==> src/rtl/rom_loader_if.sv <==
// Byte-stream and ROM write/read-port bundle for rom_loader.
// The master modport is the loader side; slave is the host/ROM environment.
interface rom_loader_if #(
  parameter int unsigned ADDR_W = 32
);
  logic              byte_valid_i;
  logic [7:0]        byte_data_i;
  logic              byte_last_i;
  logic              byte_ready_o;
  logic              w_en_o;
  logic [ADDR_W-1:0] w_addr_o;
  logic [31:0]       w_data_o;
  logic [3:0]        w_sel_o;
  logic [ADDR_W-1:0] r_addr_o;
  logic [31:0]       r_data_i;

  modport master (
    input  byte_valid_i, byte_data_i, byte_last_i, r_data_i,
    output byte_ready_o, w_en_o, w_addr_o, w_data_o, w_sel_o, r_addr_o
  );

  modport slave (
    output byte_valid_i, byte_data_i, byte_last_i, r_data_i,
    input  byte_ready_o, w_en_o, w_addr_o, w_data_o, w_sel_o, r_addr_o
  );
endinterface

==> src/rtl/rom_loader.sv <==
// Boot-time ROM writer: packs a little-endian byte stream into byte-masked word writes.
// Define ROM_LOADER_VERIFY_EN to add a read-back compare state with a sticky error flag.
module rom_loader #(
  parameter int unsigned ADDR_W = 32,
  parameter int unsigned CNT_W  = 16
) (
  input  logic              clk,
  input  logic              rst_n,
  input  logic              start_i,
  input  logic [ADDR_W-1:0] base_addr_i,
  rom_loader_if.master      bus,
  output logic              busy_o,
  output logic              done_o,
  output logic              err_o,
  output logic [CNT_W-1:0]  word_cnt_o
);

  typedef enum logic [2:0] {
    S_IDLE,
    S_LOAD,
    S_WRITE,
`ifdef ROM_LOADER_VERIFY_EN
    S_VERIFY,
`endif
    S_DONE
  } state_e;

  state_e            state_q;
  logic [ADDR_W-1:0] addr_q;
  logic [1:0]        lane_q;
  logic [31:0]       acc_q;
  logic [3:0]        sel_q;
  logic              last_q;
  logic [CNT_W-1:0]  cnt_q;
  logic              ready_q;
  logic              wen_q;
  logic [ADDR_W-1:0] waddr_q;
  logic [31:0]       wdata_q;
  logic [3:0]        wsel_q;
  logic              busy_q;
  logic              done_q;

  logic [31:0] acc_d;
  logic [3:0]  sel_d;
  logic        accept;
  logic        exit_now;

  always_comb begin
    acc_d = acc_q;
    acc_d[{lane_q, 3'b000} +: 8] = bus.byte_data_i;
    sel_d = sel_q;
    sel_d[lane_q] = 1'b1;
  end

  assign accept = (state_q == S_LOAD) && ready_q && bus.byte_valid_i;

`ifdef ROM_LOADER_VERIFY_EN
  logic              err_q;
  logic [ADDR_W-1:0] raddr_q;
  logic              mismatch;

  always_comb begin
    mismatch = 1'b0;
    for (int unsigned i = 0; i < 4; i++) begin
      if (sel_q[i] && (bus.r_data_i[i*8 +: 8] != acc_q[i*8 +: 8])) mismatch = 1'b1;
    end
  end

  assign exit_now     = (state_q == S_VERIFY);
  assign err_o        = err_q;
  assign bus.r_addr_o = raddr_q;
`else
  logic unused_rdata;
  assign unused_rdata = ^bus.r_data_i;
  assign exit_now     = (state_q == S_WRITE);
  assign err_o        = 1'b0;
  assign bus.r_addr_o = '0;
`endif

  always_ff @(posedge clk or negedge rst_n) begin
    if (!rst_n) begin
      state_q <= S_IDLE;
      addr_q  <= '0;
      lane_q  <= '0;
      acc_q   <= '0;
      sel_q   <= '0;
      last_q  <= 1'b0;
      cnt_q   <= '0;
      ready_q <= 1'b0;
      wen_q   <= 1'b0;
      waddr_q <= '0;
      wdata_q <= '0;
      wsel_q  <= '0;
      busy_q  <= 1'b0;
      done_q  <= 1'b0;
`ifdef ROM_LOADER_VERIFY_EN
      err_q   <= 1'b0;
      raddr_q <= '0;
`endif
    end else begin
      case (state_q)
        S_IDLE: begin
          if (start_i) begin
            state_q <= S_LOAD;
            addr_q  <= {base_addr_i[ADDR_W-1:2], 2'b00};
            lane_q  <= '0;
            acc_q   <= '0;
            sel_q   <= '0;
            last_q  <= 1'b0;
            cnt_q   <= '0;
            ready_q <= 1'b1;
            busy_q  <= 1'b1;
`ifdef ROM_LOADER_VERIFY_EN
            err_q   <= 1'b0;
`endif
          end
        end
        S_LOAD: begin
          if (accept) begin
            acc_q  <= acc_d;
            sel_q  <= sel_d;
            lane_q <= lane_q + 2'd1;
            last_q <= bus.byte_last_i;
            // Write registers load from the next-value terms so the word includes this byte.
            if (lane_q == 2'd3 || bus.byte_last_i) begin
              state_q <= S_WRITE;
              ready_q <= 1'b0;
              wen_q   <= 1'b1;
              waddr_q <= addr_q;
              wdata_q <= acc_d;
              wsel_q  <= sel_d;
            end
          end
        end
        S_WRITE: begin
          wen_q <= 1'b0;
          cnt_q <= cnt_q + CNT_W'(1);
`ifdef ROM_LOADER_VERIFY_EN
          state_q <= S_VERIFY;
          raddr_q <= addr_q;
`endif
        end
`ifdef ROM_LOADER_VERIFY_EN
        S_VERIFY: begin
          if (mismatch) err_q <= 1'b1;
        end
`endif
        S_DONE: begin
          done_q  <= 1'b0;
          busy_q  <= 1'b0;
          state_q <= S_IDLE;
        end
        default: state_q <= S_IDLE;
      endcase

      // Shared exit from the last write-phase state (WRITE or VERIFY) overrides its next state.
      if (exit_now) begin
        if (last_q) begin
          state_q <= S_DONE;
          done_q  <= 1'b1;
        end else begin
          state_q <= S_LOAD;
          addr_q  <= addr_q + ADDR_W'(4);
          lane_q  <= '0;
          acc_q   <= '0;
          sel_q   <= '0;
          ready_q <= 1'b1;
        end
      end
    end
  end

  assign bus.byte_ready_o = ready_q;
  assign bus.w_en_o       = wen_q;
  assign bus.w_addr_o     = waddr_q;
  assign bus.w_data_o     = wdata_q;
  assign bus.w_sel_o      = wsel_q;
  assign busy_o           = busy_q;
  assign done_o           = done_q;
  assign word_cnt_o       = cnt_q;

endmodule

==> src/flat_wrapper.sv <==
// flat-port wrapper written by rule: the top's interface ports become plain ports
module rom_loader_flat 
#(
  parameter int unsigned ADDR_W = 32,
  parameter int unsigned CNT_W  = 16
)
  (clk, rst_n, start_i, base_addr_i, busy_o, done_o, err_o, word_cnt_o, bus_byte_valid_i, bus_byte_data_i, bus_byte_last_i, bus_r_data_i, bus_byte_ready_o, bus_w_en_o, bus_w_addr_o, bus_w_data_o, bus_w_sel_o, bus_r_addr_o);
  rom_loader_if #(.ADDR_W(ADDR_W)) bus_i ();
  input  logic clk;
  input  logic rst_n;
  input  logic start_i;
  input  logic [ADDR_W-1:0] base_addr_i;
  output logic busy_o;
  output logic done_o;
  output logic err_o;
  output logic [CNT_W-1:0] word_cnt_o;
  input wire logic [$bits(bus_i.byte_valid_i)-1:0] bus_byte_valid_i;
  input wire logic [$bits(bus_i.byte_data_i)-1:0] bus_byte_data_i;
  input wire logic [$bits(bus_i.byte_last_i)-1:0] bus_byte_last_i;
  input wire logic [$bits(bus_i.r_data_i)-1:0] bus_r_data_i;
  output wire logic [$bits(bus_i.byte_ready_o)-1:0] bus_byte_ready_o;
  output wire logic [$bits(bus_i.w_en_o)-1:0] bus_w_en_o;
  output wire logic [$bits(bus_i.w_addr_o)-1:0] bus_w_addr_o;
  output wire logic [$bits(bus_i.w_data_o)-1:0] bus_w_data_o;
  output wire logic [$bits(bus_i.w_sel_o)-1:0] bus_w_sel_o;
  output wire logic [$bits(bus_i.r_addr_o)-1:0] bus_r_addr_o;
  assign bus_i.byte_valid_i = bus_byte_valid_i;
  assign bus_i.byte_data_i = bus_byte_data_i;
  assign bus_i.byte_last_i = bus_byte_last_i;
  assign bus_i.r_data_i = bus_r_data_i;
  assign bus_byte_ready_o = bus_i.byte_ready_o;
  assign bus_w_en_o = bus_i.w_en_o;
  assign bus_w_addr_o = bus_i.w_addr_o;
  assign bus_w_data_o = bus_i.w_data_o;
  assign bus_w_sel_o = bus_i.w_sel_o;
  assign bus_r_addr_o = bus_i.r_addr_o;
  rom_loader #(.ADDR_W(ADDR_W), .CNT_W(CNT_W)) u_core (.clk(clk), .rst_n(rst_n), .start_i(start_i), .base_addr_i(base_addr_i), .bus(bus_i), .busy_o(busy_o), .done_o(done_o), .err_o(err_o), .word_cnt_o(word_cnt_o));
endmodule
==> config.mk <==
export PLATFORM = sky130hd
export DESIGN_NAME = rom_loader_flat
export DESIGN_NICKNAME = d
export VERILOG_FILES = /design/src/rtl/rom_loader_if.sv /design/src/rtl/rom_loader.sv /design/src/flat_wrapper.sv
export SDC_FILE = /design/constraint.sdc
export NUM_CORES = 1
export LEC_CHECK = 0
export CAP_MARGIN = 30
export CORE_MARGIN = 4
export CORE_UTILIZATION = 49
export CTS_CLUSTER_SIZE = 25
export DETAILED_ROUTE_END_ITERATION = 16
export PLACE_DENSITY = 0.77
export SLEW_MARGIN = 20
export SYNTH_ARGS = -nofsm -noshare
export SYNTH_HDL_FRONTEND = slang
export SYNTH_SLANG_ARGS = --single-unit
==> constraint.sdc <==
create_clock -name clk -period 2.75 [get_ports clk]
set_clock_uncertainty 0.15 [all_clocks]
set_input_delay 0.4125 -clock clk [delete_from_list [all_inputs] [get_ports clk]]
set_output_delay 0.4125 -clock clk [all_outputs]
set_load 0.1 [all_outputs]
=== After elaboration in Yosys (flattened, before gate mapping) ===
Cells that the tools add are included.

* Input port bits: 77
* Flip-flop bits (word level): 162
* Output and inout port bits: 121
* Word-level logic and storage cells: 95

* Magnitude comparators: 2
* Bitwise gates (word level): 1
* Add/sub/neg operators: 4
* Shifts and indexed selects: 2
* Muxes and demuxes: 47
* Reduce and logical (&&, ||, !) cells: 15
* Equality and inequality tests: 10

{| class="wikitable"
|+ Operators by type and width
! cell !! count
|-
| two-way mux 32 bit || 8
|-
| one-hot mux 32 bit (2 select lines) || 1
|-
| adder 32 x 3 -> 32 bit (second input constant) || 1
|-
| bitwise mux 32 bit || 1
|-
| one-hot mux 16 bit (2 select lines) || 1
|-
| variable shift 8 x 7 -> 32 bit (first input constant) || 1
|-
| variable part select 8 x 7 -> 32 bit || 1
|-
| adder 16 x 1 -> 16 bit (second input constant) || 1
|-
| two-way mux 16 bit || 1
|-
| two-way mux 4 bit || 4
|-
| two-way mux 1 bit || 14
|-
| two-way mux 3 bit || 4
|-
| AND reduction 3 bit || 4
|-
| two-way mux 2 bit || 5
|-
| one-hot mux 1 bit (2 select lines) || 4
|-
| one-hot mux 4 bit (2 select lines) || 1
|-
| nonzero test 2 bit || 4
|-
| negator 5 -> 7 bit || 1
|-
| equality test 3 x 2 -> 1 bit (second input constant) || 2
|-
| inequality test 3 x 2 -> 1 bit (second input constant) || 2
|-
| one-hot mux 3 bit (2 select lines) || 1
|-
| inequality test 2 bit (second input constant) || 2
|-
| OR 4 bit || 1
|-
| one-hot mux 2 bit (2 select lines) || 1
|-
| 12 further kinds || 15
|}

=== Longest topological paths before layout ===
Gate-level depths: netlist of the first run.

* Word-level depth: 9
* Gate-level depth with buffers: 8

=== Least setup slack after synthesis of the first run ===
OpenSTA, ideal clock, no wires.

* Path type: register to register
* Start: reg u_core.cnt_q[0], in the netlist u_core.word_cnt_o[0]
* End: reg u_core.cnt_q[12], in the netlist u_core.word_cnt_o[12]
* Setup time: 169 ps
* Stages on the path, launching flop included: 7
* Period minus slack after synthesis: 2443 ps
* Slack: 307 ps
* Buffers on the path: 0
* Data arrival time: 2125 ps
* Data required time: 2431 ps
* Cells stage by stage: dfrtp_1 -> ha_1 -> nand3_1 -> or2_2 -> inv_1 -> nand4_1 -> mux2i_1

* Longest elaborated chain between the ends: 2

{| class="wikitable"
|+ Ends and longest elaborated chain
! item !! RTL line !! RTL
|-
| from (decl) || rom_loader.sv:34 || <nowiki>logic [CNT_W-1:0] cnt_q;</nowiki>
|-
| from (signal assigned) || rom_loader.sv:137 || <nowiki>cnt_q <= cnt_q + CNT_W'(1);</nowiki>
|-
| adder 16 x 1 -> 16 bit || rom_loader.sv:137 ||
|-
| one-hot mux 16 bit (2 select lines) || rom_loader.sv:101 || <nowiki>case (state_q)</nowiki>
|}

No other way between the ends.
A chain may end at the register's enable or synchronous reset.

=== Worst setup path in the final report of the first run ===
* Start: reg u_core.lane_q[0]
* End: reg u_core.acc_q[18]

* Longest elaborated chain between the ends: 7
* Elaborated cells on any way between the ends: 8
* Classes of those cells: 1 x add/sub; 2 x shift; 5 x mux

{| class="wikitable"
|+ Ends and longest elaborated chain
! item !! RTL line !! RTL
|-
| from (decl) || rom_loader.sv:30 || <nowiki>logic [1:0] lane_q;</nowiki>
|-
| from (signal assigned) || rom_loader.sv:122 || <nowiki>lane_q <= lane_q + 2'd1;</nowiki>
|-
| negator 5 -> 7 bit (*) || rom_loader.sv:50 || <nowiki>acc_d[{lane_q, 3'b000} +: 8] = bus.byte_data_i;</nowiki>
|-
| variable part select 8 x 7 -> 32 bit or variable shift 8 x 7 -> 32 bit (tied branches) || rom_loader.sv:50 ||
|-
| bitwise mux 32 bit (*) || rom_loader.sv:50 ||
|-
| two-way mux 32 bit (*) || rom_loader.sv:119 || <nowiki>if (accept) begin</nowiki>
|-
| one-hot mux 32 bit (2 select lines) (*) || rom_loader.sv:101 ||
|-
| two-way mux 32 bit || rom_loader.sv:158 || <nowiki>if (last_q) begin</nowiki>
|-
| two-way mux 32 bit (*) || rom_loader.sv:157 || <nowiki>if (exit_now) begin</nowiki>
|-
| to (signal assigned) || rom_loader.sv:107 || <nowiki>acc_q <= '0;</nowiki>
|-
| to (signal assigned) || rom_loader.sv:120 || <nowiki>acc_q <= acc_d;</nowiki>
|-
| to (signal assigned) || rom_loader.sv:165 || <nowiki>acc_q <= '0;</nowiki>
|-
| to (decl) || rom_loader.sv:31 || <nowiki>logic [31:0] acc_q;</nowiki>
|}

Mark *: on every way between the ends. The rest lies on a longest branch, timed or not.

==> flow_summary.ini, run 1 <==
[detailed_routing]
postRouteAntennaNets = 0
dr.first_iter.drc_count = 430
routedWlPerCell_um = 16.6
first_pass_iters = 5
drt_wl_total_mm = 18.5
drc = 0
route.vias.total = 6161
avgViaCountPerCell = 5.54

[setup_path]
critical_path.top_delay_family = simple AND/OR/NAND/NOR gates
crit_start = u_core.lane_q[0]$_DFF_PN0_
crit_required_ns = 2.95
critPathKind = flip-flop to flip-flop
critPathBufInv = 1
r2r_slack_ns = 0.38
worst-path-max-fanout = 10
worst_r2r_path_depth = 6
r2r-start = u_core.lane_q[0]$_DFF_PN0_
end_kind = flip-flop
crit_slowest_cell = dfrtp_1
max_stage_delay_ns = 0.49
reg2reg_to = u_core.acc_q[18]$_DFF_PN0_
worst_setup_path_start_kind = flip-flop
crit_arrival_ns = 2.56
crit_path_cell_trace = inv_1 > ha_1 > nor4bb_1 > and2_1 > a22oi_1 > nor2_1

[floorplan]
rows = 45
io_pins = 198
die_h_um = 133
initial_core_util_pct = 50.2
die-area_um2 = 17700
coreArea_um2 = 15300
die_w_um = 133

[timing]
setup_viol = 0
report.final.slew_viol_count = 0
setup-tns-final_ns = 0
maxSlewHeadroom_pct = 40.7
hold_ws_ns = 0.194
worst_pin_slew_ns = 0.887
timing.final.crit_share_pct = 86.0
rsz0062_at_grt = no
finalCriticalPeriod_ns = 2.37
layout_setup_ws_ns = 0.385
hold_viol_final = 0
fmaxAchievable_mhz = 423

[clocking]
cts_htree_levels = 4
clock_latency_ns = 0.42
clockBufferDepth = 2
cts_tree = yes
cts_root_buf = clkbuf_16
cts.sinks = 161
post_cts_buffers = 0
cts_buffers = 17
postCtsHoldBufs = 1
cts_resized = 0
path_clk_slew_ns = 0.06

[synth]
synthAdderAreaFrac_pct = 1.63
synth_xor_xnor_area_share_pct = 0.228
synth_mux_area_share_pct = 5.86
ys_seq_area_share_pct = 52.6
synth_compound_area_share_pct = 16.0
synthDistinctLibCells = 56
synth_edf_count = 0
yosysWarnings = 0
yosys_most_used_dff = dfrtp_1
netlist_area_um2 = 7670
synth-seq-cells = 161
synth_top_family_by_area = simple AND/OR/NAND/NOR gates
syn_avg_cell_area_um2 = 10.0
synth-simple-area-share_pct = 17.3
ys_async_sr_fraction_pct = 100
syn_inst = 766

[global_route]
track_usage_pct = 20.8
antenna_found_initial = 0
grt_max_degree = 97
grt-ovfl-total = 0
grt_pass1_wl_mm = 30.0
grt_pass1_vias = 5951

[placed_design]
dp_hpwl_mm = 12.6
gp_congestion = 0.821
place_ws_ns = 0.273
portBuffers = 130
dp.cells = 1080

[status]
status = complete, no violations

[finish]
n_antenna_cell = 0
nets = 976
final_layout_size_suffix_gt1_share_pct = 20.5
syn2layout_area_growth_pct = 23.6
fill_cells = 1285
fin_cells = 1113

[power]
peakVddDrop_v = 0.00102
powerDensity_nw_per_um2 = 1240
leakage_nw = 4.38
finalPower_mw = 11.8

[min_path]
hold_path.class = primary input to async pin

[run]
maxCapViolCount = 0
[kinds of logic after synthesis]
| kind of cell | Yosys count |
|---|---|
| buf+inv | 92 |
| flops | 161 |
| mux | 41 |
| compound gates | 190 |
| simple gates | 269 |
| other cells | 1 |
| fa+ha+maj | 10 |
| xor+xnor | 2 |
[final cells by class]
| class | instances | area [µm²] | area share (%) |
|---|---|---|---|
| flip-flops and latches | 161 | 4030 | 42.5 |
| well taps | 211 | 264 | 2.79 |
| clock buffers | 20 | 447 | 4.71 |
| repair buffers | 153 | 1290 | 13.7 |
| clock inverters | 12 | 110 | 1.16 |
| multi-input cells | 545 | 3290 | 34.7 |
| inverters | 11 | 41.3 | 0.436 |
[registers in the layout, summed over array words and instances (netlist names)]
signal	cells
u_core.acc_q	32
u_core.state_q	2
u_core.addr_q	32
u_core.bus.w_sel_o	4
u_core.done_o	1
u_core.bus.byte_ready_o	1
u_core.busy_o	1
u_core.bus.w_addr_o	32
u_core.word_cnt_o	16
u_core.lane_q	2
u_core.bus.w_data_o	32
u_core.bus.w_en_o	1
u_core.sel_q	4
u_core.last_q	1
[layer usage]
layer / vias to the layer above / share of wire (%) / global-route usage, %
met5: - / 0 / 0
met4: 0 / 2.6 / 7.85
met3: 32 / 6.2 / 5.25
met2: 214 / 48 / 32.2
met1: 3013 / 44 / 28.5
li1: 2902 / - / -
[worst max path at each step]
| stage | to | slack [ns] | depth (start not counted) |
|---|---|---|---|
| detailed placement | u_core.addr_q[21]$_DFF_PN0_ | 0.27 | 6 |
| global route | u_core.acc_q[16]$_DFF_PN0_ | 0.16 | 6 |
| global placement | u_core.addr_q[21]$_DFF_PN0_ | 0.30 | 6 |
| floorplan | u_core.word_cnt_o[12]$_DFFE_PN0P_ | 0.31 | 6 |
| CTS | u_core.acc_q[18]$_DFF_PN0_ | 0.36 | 6 |
| finish | u_core.acc_q[18]$_DFF_PN0_ | 0.38 | 6 |
[power by group]
group | switching, mW | total, mW | internal, mW
sequential | 0.648 | 3.73 | 3.08
combinational | 4.39 | 5.81 | 1.42
clock | 0.969 | 2.24 | 1.27
[worst reg2reg max path, stage by stage, from the launching register on]
cell and delay (ns):
dfrtp_1 0.49, inv_1 0.22, ha_1 0.42, nor4bb_1 0.42
and2_1 0.35, a22oi_1 0.11, nor2_1 0.13
[metrics by stage]
step / utilization [%] / instance area [µm²]
CTS: 62.1 / 9480
floorplan: - / 7790
detailed placement: 58.4 / 8910
global placement: 58.4 / 8910
global route: 62.1 / 9480
finish: 62.1 / 9480
[cells in the final DEF (no fill, tap or decap), drive strengths merged, types with 8 or more instances in the layout]
master         synthesis  routed
clkdlybuf4s50          0      41
o21ai                 46      46
a22oi                 37      37
inv                   11      13
and3                   9       9
a21oi                 47      47
nand3                 20      20
conb                   1      33
mux2i                 10      10
mux2                  31      31
nand2                 69      69
a211oi                13      13
clkbuf                35      20
nand4                  9       9
ha                    10      10
nor2                  79      79
a311oi                 8       8
buf                   46     111
nor2b                 35      35
dfrtp                161     161
nor3                  15      15
[Yosys cell counts (2+ instances only)]
cell type	n	share of area [%]
ha_1	10	1.6
nor2_1	79	3.9
o31ai_1	3	0.29
nand2b_1	3	0.24
buf_1	9	0.44
a31oi_1	2	0.16
dfrtp_1	161	53
a21o_1	3	0.29
and3_1	9	0.73
o21a_1	2	0.20
inv_1	11	0.54
mux2_2	31	4.6
and4_1	3	0.34
nand4_1	9	0.73
clkbuf_1	35	1.7
mux2i_1	10	1.3
a211oi_1	13	1.3
buf_4	33	3.2
o21bai_1	3	0.29
nor2b_1	35	2.9
o211ai_1	3	0.29
nand2_1	69	3.4
o221a_2	4	0.59
buf_2	2	0.13
buf_6	2	0.29
o22ai_1	7	0.57
a22oi_1	37	3.6
nor3_1	15	0.98
nor3b_1	2	0.20
nor4_1	5	0.41
and2_1	7	0.57
a21oi_1	47	3.1
or3_1	3	0.24
a221o_1	2	0.26
a22o_1	5	0.57
a311oi_1	8	0.91
nand3_1	20	1.3
o21ai_0	46	3.0
Note: power is estimated with default switching activity, not from simulation.
==> inputs of run 2 (changes only) <==
--- a/config.mk
+++ b/config.mk
@@ -6,11 +6,10 @@
 export NUM_CORES = 1
 export LEC_CHECK = 0
 export CAP_MARGIN = 30
-export CORE_MARGIN = 4
 export CORE_UTILIZATION = 49
 export CTS_CLUSTER_SIZE = 25
 export DETAILED_ROUTE_END_ITERATION = 16
-export PLACE_DENSITY = 0.77
+export PLACE_DENSITY = 0.89
 export SLEW_MARGIN = 20
 export SYNTH_ARGS = -nofsm -noshare
 export SYNTH_HDL_FRONTEND = slang
==> run 2 against run 1 <==
Effect of this change: worst hold slack better by 0.13 ns; final area up 0.79%; clock power up 10%; routed wire length up 1.1%; power up 2.4%; flip-flop and latch count unchanged; sequential share of layout area down 0.33 points; highest routed layer unchanged.
==> flow_summary.ini, run 2 (synthesis gave the netlist of run 1 again) <==
[global_route]
grt_max_degree = 62
grt_pass1_wl_mm = 30.2
grt-ovfl-total = 0
antenna_found_initial = 0
track_usage_pct = 23.9
grt_pass1_vias = 5926

[detailed_routing]
routedWlPerCell_um = 16.8
route.vias.total = 6286
drc = 0
first_pass_iters = 5
avgViaCountPerCell = 5.64
postRouteAntennaNets = 0
dr.first_iter.drc_count = 554
drt_wl_total_mm = 18.7

[setup_path]
r2r-start = u_core.lane_q[0]$_DFF_PN0_
crit_arrival_ns = 2.65
r2r_slack_ns = 0.32
worst_r2r_path_depth = 6
critPathKind = flip-flop to flip-flop
reg2reg_to = u_core.acc_q[23]$_DFF_PN0_
crit_required_ns = 2.96
worst_setup_path_start_kind = flip-flop
worst-path-max-fanout = 10
end_kind = flip-flop
crit_start = u_core.lane_q[0]$_DFF_PN0_
cp-endpoint = u_core.acc_q[23]$_DFF_PN0_

[power]
pwr-share-comb_pct = 48.6
seqPwrFrac_pct = 31.0
peakVddDrop_v = 0.00105
p_int_mw = 5.99
finalPower_mw = 12.1
leakage_nw = 4.42
powerDensity_nw_per_um2 = 1260
switchingPower_mw = 6.07
power_switching_share_pct = 50.3
power.share.clock_pct = 20.5

[placed_design]
gp_congestion = 0.862
dp.cells = 1082
dp_hpwl_mm = 12.6
portBuffers = 130

[finish]
final_util_pct = 62.6
mostFrequentLayoutCell = dfrtp_1
fin_cells = 1115
seq_area_um2 = 4030
n_antenna_cell = 0
final_cell_mix = dfrtp_1 (161), buf_4 (109), nor2_1 (79), nand2_1 (68), a21oi_1 (47)
final_layout_size_suffix_gt1_share_pct = 20.8
nets = 978
syn2layout_area_growth_pct = 24.6
fill_cells = 1203
multi_input_area_um2 = 3290

[floorplan]
rows = 45
die_h_um = 127
initial_core_util_pct = 50.2
io_pins = 198
die_w_um = 127
die-area_um2 = 16100
coreArea_um2 = 15300

[min_path]
hold_path.class = flip-flop to flip-flop

[timing]
report.final.slew_viol_count = 0
finalCriticalPeriod_ns = 2.43
timing.final.crit_share_pct = 88.4
maxSlewHeadroom_pct = 56.7
setup_viol = 0
fmaxAchievable_mhz = 411
rsz0062_at_grt = no
hold_viol_final = 0
worst_pin_slew_ns = 0.649
setup-tns-final_ns = 0

[clocking]
cts_root_buf = clkbuf_16
cts_buffers = 17
cts.sinks = 161
cts_tree = yes
cts_resized = 0
clock_latency_ns = 0.43
clockBufferDepth = 2
path_clk_slew_ns = 0.07
cts_htree_levels = 4

[status]
status = complete, no violations

[run]
maxCapViolCount = 0
run 2: changes by cell type in the layout (fill, tap and decap cells not counted), moves of 2 or more:
cell	previous run	this run
buf_4	107	109
bufinv_16	1	3
clkinv_2	3	1
clkinvlp_4	4	2
inv_6	2	4
run 2: repair_timing:
| action | CTS | global route |
|---|---|---|
| buffers inserted | 0 | 0 |
| endpoints found under the setup margin | 0 | 0 |
| hold buffers | 1 | 0 |
| endpoints found under the hold margin | 59 | 0 |
run 2: final cells by class:
cell class	count	share of cell area, %
timing repair buffer	155	13.7
clock inverter	13	1.82
clock buffer	19	4.64
multi-input combinational	545	34.4
sequential	161	42.2
inverter	11	0.432
tap	211	2.76
run 2: critical path: stages (launching register included):
cell,delay [ns]
dfrtp_1,0.49
inv_1,0.22
ha_1,0.41
nor4bb_1,0.46
and2_1,0.37
a22oi_1,0.13
nor2_1,0.13
run 2: worst min-delay path by stage:
stage                                                   start                                   to  slack [ns]  depth (start not counted)
after floorplan                                         rst_n            u_core.acc_q[0]$_DFF_PN0_       -0.03                          0
after global placement                                  rst_n  u_core.bus.w_addr_o[30]$_DFFE_PN0P_        0.28                          1
after detailed placement                                rst_n  u_core.bus.w_addr_o[30]$_DFFE_PN0P_        0.29                          1
after CTS                 u_core.bus.w_data_o[22]$_DFFE_PN0P_  u_core.bus.w_data_o[22]$_DFFE_PN0P_        0.34                          2
after global routing      u_core.bus.w_data_o[21]$_DFFE_PN0P_  u_core.bus.w_data_o[21]$_DFFE_PN0P_        0.35                          2
final                     u_core.bus.w_data_o[21]$_DFFE_PN0P_  u_core.bus.w_data_o[21]$_DFFE_PN0P_        0.33                          2
run 2: layer usage:
metal	up-vias	track usage [%]	wire length (µm)
met4	0	8.47	356
met2	251	38.9	9180
met1	3083	31.0	8050
li1	2913	-	-
met5	-	0	0
met3	39	6.20	1110
run 2: stage by stage:
stage | cell area [µm²] | hold WS, ns | setup WS [ns]
floorplan | 7790 | -0.0331 | 0.307
global placement | 8920 | 0.284 | 0.323
detailed placement | 8920 | 0.292 | 0.274
CTS | 9550 | 0.336 | 0.311
global route | 9550 | 0.353 | 0.144
finish | 9550 | 0.328 | 0.318
run 2: power by group through the flow:
stage | Combinational, mW | Clock [mW] | Sequential (mW)
2_1_floorplan | 1.92 | 0 | 6.28
3_3_place_gp | 5.74 | 0 | 3.71
3_5_place_dp | 5.84 | 0 | 3.75
4_1_cts | 5.87 | 2.50 | 3.72
5_1_grt | 6.15 | 2.61 | 3.83
6_report | 5.86 | 2.47 | 3.74
==> inputs of run 3 (changes only) <==
--- a/config.mk
+++ b/config.mk
@@ -6,10 +6,11 @@
 export NUM_CORES = 1
 export LEC_CHECK = 0
 export CAP_MARGIN = 30
-export CORE_UTILIZATION = 49
+export CORE_UTILIZATION = 50
+export CTS_BUF_LIST = sky130_fd_sc_hd__clkbuf_8
 export CTS_CLUSTER_SIZE = 25
 export DETAILED_ROUTE_END_ITERATION = 16
-export PLACE_DENSITY = 0.89
+export PLACE_DENSITY = 0.91
 export SLEW_MARGIN = 20
 export SYNTH_ARGS = -nofsm -noshare
 export SYNTH_HDL_FRONTEND = slang
==> run 3 against run 2 <==
Effect of this change: sequential share of layout area increased by 1.3 points; via count fell by 0.40%; maximum frequency up 0.53%; cell count down 2.3%; highest routed layer unchanged.
==> flow_summary.ini, run 3 (synthesis gave the netlist of run 1 again) <==
[clocking]
clockBufferDepth = 2
cts_buffers = 17
post_cts_buffers = 0
postCtsHoldBufs = 1
clock_latency_ns = 0.48
cts_htree_levels = 4
cts_tree = yes
path_clk_slew_ns = 0.09
cts.sinks = 161
cts_root_buf = clkbuf_8
cts_resized = 0

[setup_path]
max_stage_delay_ns = 0.49
r2r-start = u_core.lane_q[0]$_DFF_PN0_
crit_path_cell_trace = inv_1 > ha_1 > nor4bb_1 > and2_1 > a22oi_1 > nor2_1
worst-path-max-fanout = 10
worst_setup_path_start_kind = flip-flop
r2r_slack_ns = 0.33
crit_slowest_cell = dfrtp_1
crit_arrival_ns = 2.67
crit_required_ns = 3.00
end_kind = flip-flop
critPathKind = flip-flop to flip-flop
reg2reg_to = u_core.acc_q[18]$_DFF_PN0_
worst_r2r_path_depth = 6

[timing]
rsz0062_at_grt = no
maxSlewHeadroom_pct = 40.7
setup_viol = 0
finalCriticalPeriod_ns = 2.42
hold_viol_final = 0
layout_setup_ws_ns = 0.331
setup-tns-final_ns = 0
worst_pin_slew_ns = 0.886
timing.final.crit_share_pct = 88.0
fmaxAchievable_mhz = 413
report.final.slew_viol_count = 0

[placed_design]
dp_hpwl_mm = 12.5
portBuffers = 130
place_ws_ns = 0.311
dp.cells = 1056
gp_congestion = 0.845

[global_route]
grt_pass1_vias = 6078
grt-ovfl-total = 0
antenna_found_initial = 0
track_usage_pct = 24.1
grt_max_degree = 61
grt_pass1_wl_mm = 30.0

[floorplan]
initial_core_util_pct = 52.0
die-area_um2 = 15800
rows = 44
coreArea_um2 = 14800
die_w_um = 126
io_pins = 198
die_h_um = 126

[detailed_routing]
dr.first_iter.drc_count = 570
drt_wl_total_mm = 18.2
postRouteAntennaNets = 0
avgViaCountPerCell = 5.75
routedWlPerCell_um = 16.7
first_pass_iters = 5
drc = 0
route.vias.total = 6261

[power]
peakVddDrop_v = 0.00104
powerDensity_nw_per_um2 = 1210
finalPower_mw = 11.2
leakage_nw = 4.30

[finish]
n_antenna_cell = 0
nets = 979
final_cell_mix = dfrtp_1 (161), buf_4 (111), nor2_1 (79), nand2_1 (68), a21oi_1 (47)
fin_cells = 1089
mostFrequentLayoutCell = dfrtp_1
final_layout_size_suffix_gt1_share_pct = 21.0
syn2layout_area_growth_pct = 20.7
final_util_pct = 62.7

[run]
maxCapViolCount = 0

[status]
status = complete, no violations

[min_path]
hold_path.class = primary input to async pin
-- run 3: through the flow --
stage,hold WS [ns],area [µm²]
6_report,0.313,9260
5_1_grt,0.345,9260
4_1_cts,0.324,9260
3_5_place_dp,0.280,8880
3_3_place_gp,0.284,8880
2_1_floorplan,-0.0331,7790
-- run 3: power breakdown --
part / internal [mW] / total (mW) / switching, mW / leakage [nW]
logic: 1.43 / 5.86 / 4.43 / 2.06
clock network: 0.644 / 1.60 / 0.956 / 0.171
registers: 3.07 / 3.69 / 0.621 / 2.06
total: 5.15 / 11.2 / 6.01 / 4.30
-- run 3: worst max path at each step --
stage | slack, ns | startpoint | endpoint | depth (start not counted)
finish | 0.33 | u_core.lane_q[0]$_DFF_PN0_ | u_core.acc_q[18]$_DFF_PN0_ | 6
global route | 0.15 | u_core.lane_q[0]$_DFF_PN0_ | u_core.acc_q[16]$_DFF_PN0_ | 6
CTS | 0.35 | u_core.lane_q[0]$_DFF_PN0_ | u_core.acc_q[18]$_DFF_PN0_ | 6
detailed placement | 0.31 | start_i | u_core.addr_q[5]$_DFF_PN0_ | 5
global placement | 0.37 | start_i | u_core.addr_q[5]$_DFF_PN0_ | 5
floorplan | 0.31 | u_core.word_cnt_o[0]$_DFFE_PN0P_ | u_core.word_cnt_o[12]$_DFFE_PN0P_ | 6
-- run 3: metal layers --
metal,GRT usage [%],wire length (µm),up-vias
met2,38.0,8630,245
met5,0,0,-
li1,-,-,2907
met4,10.3,384,0
met1,31.9,8020,3077
met3,5.73,1150,32
-- run 3: cell type report --
| type | instances | area (µm²) |
|---|---|---|
| Timing Repair Buffer | 156 | 1310 |
| Tap cell | 184 | 230 |
| Clock inverter | 15 | 126 |
| Sequential cell | 161 | 4030 |
| Inverter | 11 | 41.3 |
| Clock buffer | 17 | 234 |
| Multi-Input combinational cell | 545 | 3290 |
| Fill cell | 1180 | 5500 |
-- run 3: critical path: cells and delay by family (launching register included) --
family / cells / cell delay [ns]
AO/OA/AOI/OAI: 1 / 0.11
buffers and inverters: 1 / 0.22
adder cells (fa/ha/maj): 1 / 0.40
AND/OR/NAND/NOR: 3 / 0.97
flip-flops: 1 / 0.49
